[config.mk]
export PLATFORM = sky130hd
export DESIGN_NAME = ex_mem_pipe_flat
export DESIGN_NICKNAME = d
export VERILOG_FILES = /design/src/rtl/ex_mem_pipe_if.sv /design/src/rtl/ex_mem_pipe.sv /design/src/flat_wrapper.sv
export SDC_FILE = /design/constraint.sdc
export NUM_CORES = 1
export LEC_CHECK = 0
export ABC_AREA = 1
export CAP_MARGIN = 20
export CORE_MARGIN = 1.5
export CORE_UTILIZATION = 36
export CTS_CLUSTER_DIAMETER = 50
export DETAILED_ROUTE_END_ITERATION = 7
export PLACE_DENSITY = 0.81
export SETUP_SLACK_MARGIN = 0.2
export SLEW_MARGIN = 25
export SYNTH_ARGS = -nofsm -noshare
export SYNTH_HDL_FRONTEND = slang
export SYNTH_SLANG_ARGS = --single-unit
[constraint.sdc]
create_clock -name clk -period 1.2 [get_ports clk]
set_input_delay 0.36 -clock clk [delete_from_list [all_inputs] [get_ports clk]]
set_output_delay 0.36 -clock clk [all_outputs]
set_load 0.01 [all_outputs]
[src/rtl/ex_mem_pipe_if.sv]
// EX->MEM pipeline register bus: EX-side inputs, control in, and the registered MEM-side view.
// The master drives the EX side and control; the slave is the pipeline register.
interface ex_mem_pipe_if #(
    parameter int DATA_W = 32,
    parameter int REG_AW = 5,
    parameter int CNT_W  = 16
);
    logic              stall;
    logic              flush;
    logic              valid_in;
    logic              RegWrite_in;
    logic              MemtoReg_in;
    logic              MemRead_in;
    logic              MemWrite_in;
    logic              Branch_in;
    logic              zero_in;
    logic [DATA_W-1:0] alu_result_in;
    logic [DATA_W-1:0] write_data_in;
    logic [DATA_W-1:0] branch_target_in;
    logic [REG_AW-1:0] dest_reg_in;

    logic              valid_out;
    logic              RegWrite_out;
    logic              MemtoReg_out;
    logic              MemRead_out;
    logic              MemWrite_out;
    logic              pc_src;
    logic [DATA_W-1:0] alu_result_out;
    logic [DATA_W-1:0] write_data_out;
    logic [DATA_W-1:0] branch_target_out;
    logic [REG_AW-1:0] dest_reg_out;
    logic [CNT_W-1:0]  bubble_cnt;

    modport master (
        output stall, flush, valid_in, RegWrite_in, MemtoReg_in, MemRead_in,
               MemWrite_in, Branch_in, zero_in, alu_result_in, write_data_in,
               branch_target_in, dest_reg_in,
        input  valid_out, RegWrite_out, MemtoReg_out, MemRead_out, MemWrite_out,
               pc_src, alu_result_out, write_data_out, branch_target_out,
               dest_reg_out, bubble_cnt
    );

    modport slave (
        input  stall, flush, valid_in, RegWrite_in, MemtoReg_in, MemRead_in,
               MemWrite_in, Branch_in, zero_in, alu_result_in, write_data_in,
               branch_target_in, dest_reg_in,
        output valid_out, RegWrite_out, MemtoReg_out, MemRead_out, MemWrite_out,
               pc_src, alu_result_out, write_data_out, branch_target_out,
               dest_reg_out, bubble_cnt
    );
endinterface

[src/rtl/ex_mem_pipe.sv]
// EX->MEM pipeline register with valid bit, stall hold, flush bubbles, branch resolve
// and a saturating bubble counter. Every output is a flop output.
module ex_mem_pipe #(
    parameter int DATA_W = 32,
    parameter int REG_AW = 5,
    parameter int CNT_W  = 16
) (
    input  logic         clk,
    input  logic         rst,
    ex_mem_pipe_if.slave bus
);

    function automatic logic [CNT_W-1:0] sat_inc(input logic [CNT_W-1:0] v);
        if (v == {CNT_W{1'b1}}) begin
            return v;
        end else begin
            return v + CNT_W'(1);
        end
    endfunction

    logic              valid_q, valid_d;
    logic              regwrite_q, regwrite_d;
    logic              memtoreg_q, memtoreg_d;
    logic              memread_q, memread_d;
    logic              memwrite_q, memwrite_d;
    logic              pc_src_q, pc_src_d;
    logic [DATA_W-1:0] alu_q, alu_d;
    logic [DATA_W-1:0] wdata_q, wdata_d;
    logic [DATA_W-1:0] target_q, target_d;
    logic [REG_AW-1:0] dest_q, dest_d;
    logic [CNT_W-1:0]  bcnt_q, bcnt_d;
    logic              bubble_s;

    // Next-state selection: flush > stall > load (reset applied in the flop block).
    always_comb begin
        valid_d    = valid_q;
        regwrite_d = regwrite_q;
        memtoreg_d = memtoreg_q;
        memread_d  = memread_q;
        memwrite_d = memwrite_q;
        pc_src_d   = pc_src_q;
        alu_d      = alu_q;
        wdata_d    = wdata_q;
        target_d   = target_q;
        dest_d     = dest_q;
        bubble_s   = 1'b0;
        if (bus.flush) begin
            valid_d    = 1'b0;
            regwrite_d = 1'b0;
            memtoreg_d = 1'b0;
            memread_d  = 1'b0;
            memwrite_d = 1'b0;
            pc_src_d   = 1'b0;
            alu_d      = {DATA_W{1'b0}};
            wdata_d    = {DATA_W{1'b0}};
            target_d   = {DATA_W{1'b0}};
            dest_d     = {REG_AW{1'b0}};
            bubble_s   = 1'b1;
        end else if (bus.stall) begin
            bubble_s   = 1'b0;
        end else begin
            // Side-effecting controls are masked so an invalid entry can never write.
            valid_d    = bus.valid_in;
            regwrite_d = bus.RegWrite_in & bus.valid_in;
            memtoreg_d = bus.MemtoReg_in & bus.valid_in;
            memread_d  = bus.MemRead_in & bus.valid_in;
            memwrite_d = bus.MemWrite_in & bus.valid_in;
            pc_src_d   = bus.Branch_in & bus.zero_in & bus.valid_in;
            alu_d      = bus.alu_result_in;
            wdata_d    = bus.write_data_in;
            target_d   = bus.branch_target_in;
            dest_d     = bus.dest_reg_in;
            bubble_s   = ~bus.valid_in;
        end
        if (bubble_s) begin
            bcnt_d = sat_inc(bcnt_q);
        end else begin
            bcnt_d = bcnt_q;
        end
    end

    // Pipeline state flops with synchronous active-high reset.
    always_ff @(posedge clk) begin
        if (rst) begin
            valid_q    <= 1'b0;
            regwrite_q <= 1'b0;
            memtoreg_q <= 1'b0;
            memread_q  <= 1'b0;
            memwrite_q <= 1'b0;
            pc_src_q   <= 1'b0;
            alu_q      <= {DATA_W{1'b0}};
            wdata_q    <= {DATA_W{1'b0}};
            target_q   <= {DATA_W{1'b0}};
            dest_q     <= {REG_AW{1'b0}};
            bcnt_q     <= {CNT_W{1'b0}};
        end else begin
            valid_q    <= valid_d;
            regwrite_q <= regwrite_d;
            memtoreg_q <= memtoreg_d;
            memread_q  <= memread_d;
            memwrite_q <= memwrite_d;
            pc_src_q   <= pc_src_d;
            alu_q      <= alu_d;
            wdata_q    <= wdata_d;
            target_q   <= target_d;
            dest_q     <= dest_d;
            bcnt_q     <= bcnt_d;
        end
    end

    assign bus.valid_out         = valid_q;
    assign bus.RegWrite_out      = regwrite_q;
    assign bus.MemtoReg_out      = memtoreg_q;
    assign bus.MemRead_out       = memread_q;
    assign bus.MemWrite_out      = memwrite_q;
    assign bus.pc_src            = pc_src_q;
    assign bus.alu_result_out    = alu_q;
    assign bus.write_data_out    = wdata_q;
    assign bus.branch_target_out = target_q;
    assign bus.dest_reg_out      = dest_q;
    assign bus.bubble_cnt        = bcnt_q;

endmodule

[src/flat_wrapper.sv]
// flat-port wrapper written by rule: the top's interface ports become plain ports
module ex_mem_pipe_flat 
#(
    parameter int DATA_W = 32,
    parameter int REG_AW = 5,
    parameter int CNT_W  = 16
)
  (clk, rst, bus_stall, bus_flush, bus_valid_in, bus_RegWrite_in, bus_MemtoReg_in, bus_MemRead_in, bus_MemWrite_in, bus_Branch_in, bus_zero_in, bus_alu_result_in, bus_write_data_in, bus_branch_target_in, bus_dest_reg_in, bus_valid_out, bus_RegWrite_out, bus_MemtoReg_out, bus_MemRead_out, bus_MemWrite_out, bus_pc_src, bus_alu_result_out, bus_write_data_out, bus_branch_target_out, bus_dest_reg_out, bus_bubble_cnt);
  ex_mem_pipe_if #(.DATA_W(DATA_W), .REG_AW(REG_AW), .CNT_W(CNT_W)) bus_i ();
  input  logic clk;
  input  logic rst;
  input wire logic [$bits(bus_i.stall)-1:0] bus_stall;
  input wire logic [$bits(bus_i.flush)-1:0] bus_flush;
  input wire logic [$bits(bus_i.valid_in)-1:0] bus_valid_in;
  input wire logic [$bits(bus_i.RegWrite_in)-1:0] bus_RegWrite_in;
  input wire logic [$bits(bus_i.MemtoReg_in)-1:0] bus_MemtoReg_in;
  input wire logic [$bits(bus_i.MemRead_in)-1:0] bus_MemRead_in;
  input wire logic [$bits(bus_i.MemWrite_in)-1:0] bus_MemWrite_in;
  input wire logic [$bits(bus_i.Branch_in)-1:0] bus_Branch_in;
  input wire logic [$bits(bus_i.zero_in)-1:0] bus_zero_in;
  input wire logic [$bits(bus_i.alu_result_in)-1:0] bus_alu_result_in;
  input wire logic [$bits(bus_i.write_data_in)-1:0] bus_write_data_in;
  input wire logic [$bits(bus_i.branch_target_in)-1:0] bus_branch_target_in;
  input wire logic [$bits(bus_i.dest_reg_in)-1:0] bus_dest_reg_in;
  output wire logic [$bits(bus_i.valid_out)-1:0] bus_valid_out;
  output wire logic [$bits(bus_i.RegWrite_out)-1:0] bus_RegWrite_out;
  output wire logic [$bits(bus_i.MemtoReg_out)-1:0] bus_MemtoReg_out;
  output wire logic [$bits(bus_i.MemRead_out)-1:0] bus_MemRead_out;
  output wire logic [$bits(bus_i.MemWrite_out)-1:0] bus_MemWrite_out;
  output wire logic [$bits(bus_i.pc_src)-1:0] bus_pc_src;
  output wire logic [$bits(bus_i.alu_result_out)-1:0] bus_alu_result_out;
  output wire logic [$bits(bus_i.write_data_out)-1:0] bus_write_data_out;
  output wire logic [$bits(bus_i.branch_target_out)-1:0] bus_branch_target_out;
  output wire logic [$bits(bus_i.dest_reg_out)-1:0] bus_dest_reg_out;
  output wire logic [$bits(bus_i.bubble_cnt)-1:0] bus_bubble_cnt;
  assign bus_i.stall = bus_stall;
  assign bus_i.flush = bus_flush;
  assign bus_i.valid_in = bus_valid_in;
  assign bus_i.RegWrite_in = bus_RegWrite_in;
  assign bus_i.MemtoReg_in = bus_MemtoReg_in;
  assign bus_i.MemRead_in = bus_MemRead_in;
  assign bus_i.MemWrite_in = bus_MemWrite_in;
  assign bus_i.Branch_in = bus_Branch_in;
  assign bus_i.zero_in = bus_zero_in;
  assign bus_i.alu_result_in = bus_alu_result_in;
  assign bus_i.write_data_in = bus_write_data_in;
  assign bus_i.branch_target_in = bus_branch_target_in;
  assign bus_i.dest_reg_in = bus_dest_reg_in;
  assign bus_valid_out = bus_i.valid_out;
  assign bus_RegWrite_out = bus_i.RegWrite_out;
  assign bus_MemtoReg_out = bus_i.MemtoReg_out;
  assign bus_MemRead_out = bus_i.MemRead_out;
  assign bus_MemWrite_out = bus_i.MemWrite_out;
  assign bus_pc_src = bus_i.pc_src;
  assign bus_alu_result_out = bus_i.alu_result_out;
  assign bus_write_data_out = bus_i.write_data_out;
  assign bus_branch_target_out = bus_i.branch_target_out;
  assign bus_dest_reg_out = bus_i.dest_reg_out;
  assign bus_bubble_cnt = bus_i.bubble_cnt;
  ex_mem_pipe #(.DATA_W(DATA_W), .REG_AW(REG_AW), .CNT_W(CNT_W)) u_core (.clk(clk), .rst(rst), .bus(bus_i));
endmodule
==> reports/results.txt <==
Sequential share of power = 40.0%
Post-Synthesis Cells = 618
Root buffer cell = clkbuf_16
Clock Path Buffers = 2
Maximum vdd ir drop = 1.154 mV
Sw frac = 22.60%
RSZ-0062 raised after global routing = yes
Post-synth EDFFs = 0
Status = finished with violations
Power Density = 1163 mW/mm²
Failing checks = negative setup slack
Tcrit/Tclk final = 113.7%
Io pins = 235
Hold buffers post-CTS = 0
# setup viols final = 80
CP Buf/Inv Count = 0
Fin nets = 1,039
Vias in the first global route = 5,009
Hpwl dp = 10,300 µm
Slowest-stage cell, CP = dfxtp_4
Die X = 116.6 µm
Clk Latency, worst-skew pair = 410 ps
Die Ht = 116.6 µm
Hold Crit Class = primary input to flip-flop
Vias = 5,348
Layout Cell Area excl Fill = 0.009240 mm²
Ys flop type = dfxtp_1
Compound-gate portion of the synthesized area = 13.11%
H-tree levels = 4
Worst path required time = 1500 ps
P_leak = 3.917 nW
Area leader, netlist = dfxtp_1
P&R area growth vs syn = 98.79%
Clock share of power = 46.9%
Slew @ Worst Pin = 311.8 ps
CP max FO = 4
Worst clock skew = 5.761 ps
Area share of the largest cell type after synthesis = 52.97%
Synth top cells by count = 247 x nand2_1, 123 x dfxtp_1, 120 x a21oi_1, 39 x nor2_1, 21 x buf_2
Num CTS Buffers = 17
Largest family of logic cells by synthesized area = simple AND/OR/NAND/NOR gates
Drt total wl = 17,530 µm
Post-synthesis sequential area ratio = 52.97%
1st-pass router iterations = 4
Post-synthesis mux area share = 0%
Post-synthesis adder-cell area fraction = 0.2692%
Placeable Area = 0.01262 mm²
Antenna Nets Post-Route = 0
CTS tree = yes
Initial antenna violation count = 0
Via-to-Cell Ratio = 4.818
Post-layout util = 73.22%
GRT Util Overall = 23.50%
Starting DRT DRC Count = 242
Diodes inserted = 0
Clock transition at path regs = 50 ps
Top-count cell post-synth = nand2_1
Routed len/inst = 15.79 µm
Final Critical Period = 1365 ps
Mapped cell area = 0.004648 mm²
Netlist cell types = 22
Psw = 2.428 mW
Number of max-cap violations = 0
WP depth = 8
Global route total overflow = 0
Syn_nets = 731
Max-slew headroom at the worst pin = 79.14%
Synth async-reset ratio = 0%
Fin. Hold Viols = 0
Yosys warns = 0
Final worst slack = -164.8 ps
Simple-gate share of the synthesized area = 27.56%
Die area = 0.01360 mm²
Cell internal pwr = 8.315 mW
Syn avg cell area = 7.521 µm²
Share of layout cells above drive strength 1 = 48.19%
Clock Sink Count = 123
Fin. max-slew vios = 0
Cell Count, Final, Fillers Out = 1,110
Top cells by area, synth = dfxtp_1 53%, nand2_1 20%, a21oi_1 13%
GP Congestion = 0.7863
CP peak stage delay = 380 ps
Buffers on Ports = 234
R2R depth = 8
WS Path Type = flip-flop to flip-flop
Synth Area in XOR/XNOR = 0.1884%
Initial Utilization = 36.83%
Row cnt = 41
Dpl cell area = 0.007621 mm²
Worst Setup Start Kind = flip-flop
CP top delay family = simple AND/OR/NAND/NOR gates
Global-route wire length before repair = 24,230 µm
Crit end category = flip-flop
Inst Count DP = 1,039
Arrival @ worst endpoint = 1660 ps
CP cell instances = ha_4 > nand3_4 > nor2_2 > nand2_2 > nor2_4 > nand3_2 > nand2_1 > nor2_1
R2r setup slk = -160 ps
Combinational Power Share = 13.1%
Remaining DRCs = 0
Yosys reg bits = 123
Largest net degree at the start of global routing = 62
WHS Path Cells = 3
Fmax achieved = 732.7 MHz
-- metal layers --
layer | vias up | global-route usage (%) | part of all wire, %
li1 | 2589 | - | -
met1 | 2485 | 23.73 | 36
met2 | 239 | 43.18 | 52
met3 | 35 | 10.07 | 9.7
met4 | 0 | 8.514 | 2.3
met5 | - | 0 | 0
-- power groups by stage --
stage                     Clock [mW]  Sequential, mW  Combinational [mW]
after floorplan                    0            4.42               0.393
after global placement             0            4.36                1.20
after detailed placement           0            4.36                1.21
after CTS                       5.10            4.30                1.34
after global routing            5.27            4.31                1.51
final                           5.04            4.30                1.41
-- sequential cells by signal (all words and copies together), names as in the netlist --
name / flops
u_core.bus.MemRead_out: 1
u_core.bus.MemWrite_out: 1
u_core.bus.bubble_cnt: 16
u_core.bus.write_data_out: 32
u_core.bus.alu_result_out: 32
u_core.bus.dest_reg_out: 5
u_core.bus.pc_src: 1
u_core.bus.MemtoReg_out: 1
u_core.bus.RegWrite_out: 1
u_core.bus.branch_target_out: 32
u_core.bus.valid_out: 1
-- per-stage QoR --
stage	setup WS (ps)	hold slack (ps)	total power, mW	setup TNS, ps
3_5_place_dp	-522.4	450.6	5.569	-50240
2_1_floorplan	-9.503	421.7	4.808	-87.24
4_1_cts	-95.65	403.3	10.74	-3539
3_3_place_gp	-468.8	443.8	5.553	-46480
5_1_grt	-220.6	419.3	11.09	-7218
6_report	-164.8	423.6	10.74	-2480
-- cells in the final DEF, fill, tap and decap left out, types with 12 or more instances in the layout --
master / Yosys / layout
dfxtp_4: 0 / 13
a21oi_1: 120 / 85
nor2_1: 39 / 21
nand2_1: 247 / 241
buf_6: 2 / 129
dfxtp_2: 0 / 110
a21oi_2: 0 / 34
buf_4: 5 / 66
clkdlybuf4s50_1: 0 / 107
inv_1: 18 / 12
clkbuf_16: 0 / 19
nor2_2: 0 / 14
-- area by class of cell --
| type | count | area (µm²) |
|---|---|---|
| Clock buffer | 25 | 496.7 |
| Clock inverter | 6 | 85.08 |
| Fill cell | 851 | 3379 |
| Inverter | 20 | 82.58 |
| Multi-Input combinational cell | 439 | 2243 |
| Sequential cell | 123 | 2649 |
| Tap cell | 172 | 215.2 |
| Timing Repair Buffer | 325 | 3468 |
-- worst register-to-register path, delay by kind of cell, from the launching register on --
kind	cells	cell delay [ps]
adders and majority gates	1	150
and+or+nand+nor	7	730
DFF	1	380
-- path summary, 6_finish.rpt --
| path | startpoint | end |
|---|---|---|
| hold reg to reg | u_core.bus.branch_target_out[30] | u_core.bus.branch_target_out[30] |
| setup reg to reg | u_core.bus.bubble_cnt[1] | u_core.bus.bubble_cnt[10] |
| hold / removal | rst | u_core.bus.bubble_cnt[4] |
| setup / recovery | u_core.bus.bubble_cnt[1] | u_core.bus.bubble_cnt[10] |
-- logic make-up (layout without fill, tap and decap cells) --
group | count (synthesis) | count (layout)
simple gates | 315 | 316
flops | 123 | 123
compound gates | 121 | 121
buf+inv | 57 | 376
xor+xnor | 1 | 1
fa+ha+maj | 1 | 1
-- what timing repair did --
action,CTS,global route
gates cloned,6,1
setup endpoints to repair,245,157
pin swaps,14,7
hold endpoints to repair,0,0
setup buffers,16,17
gates resized for setup,767,48
Note: power is estimated with default switching activity, not from simulation.
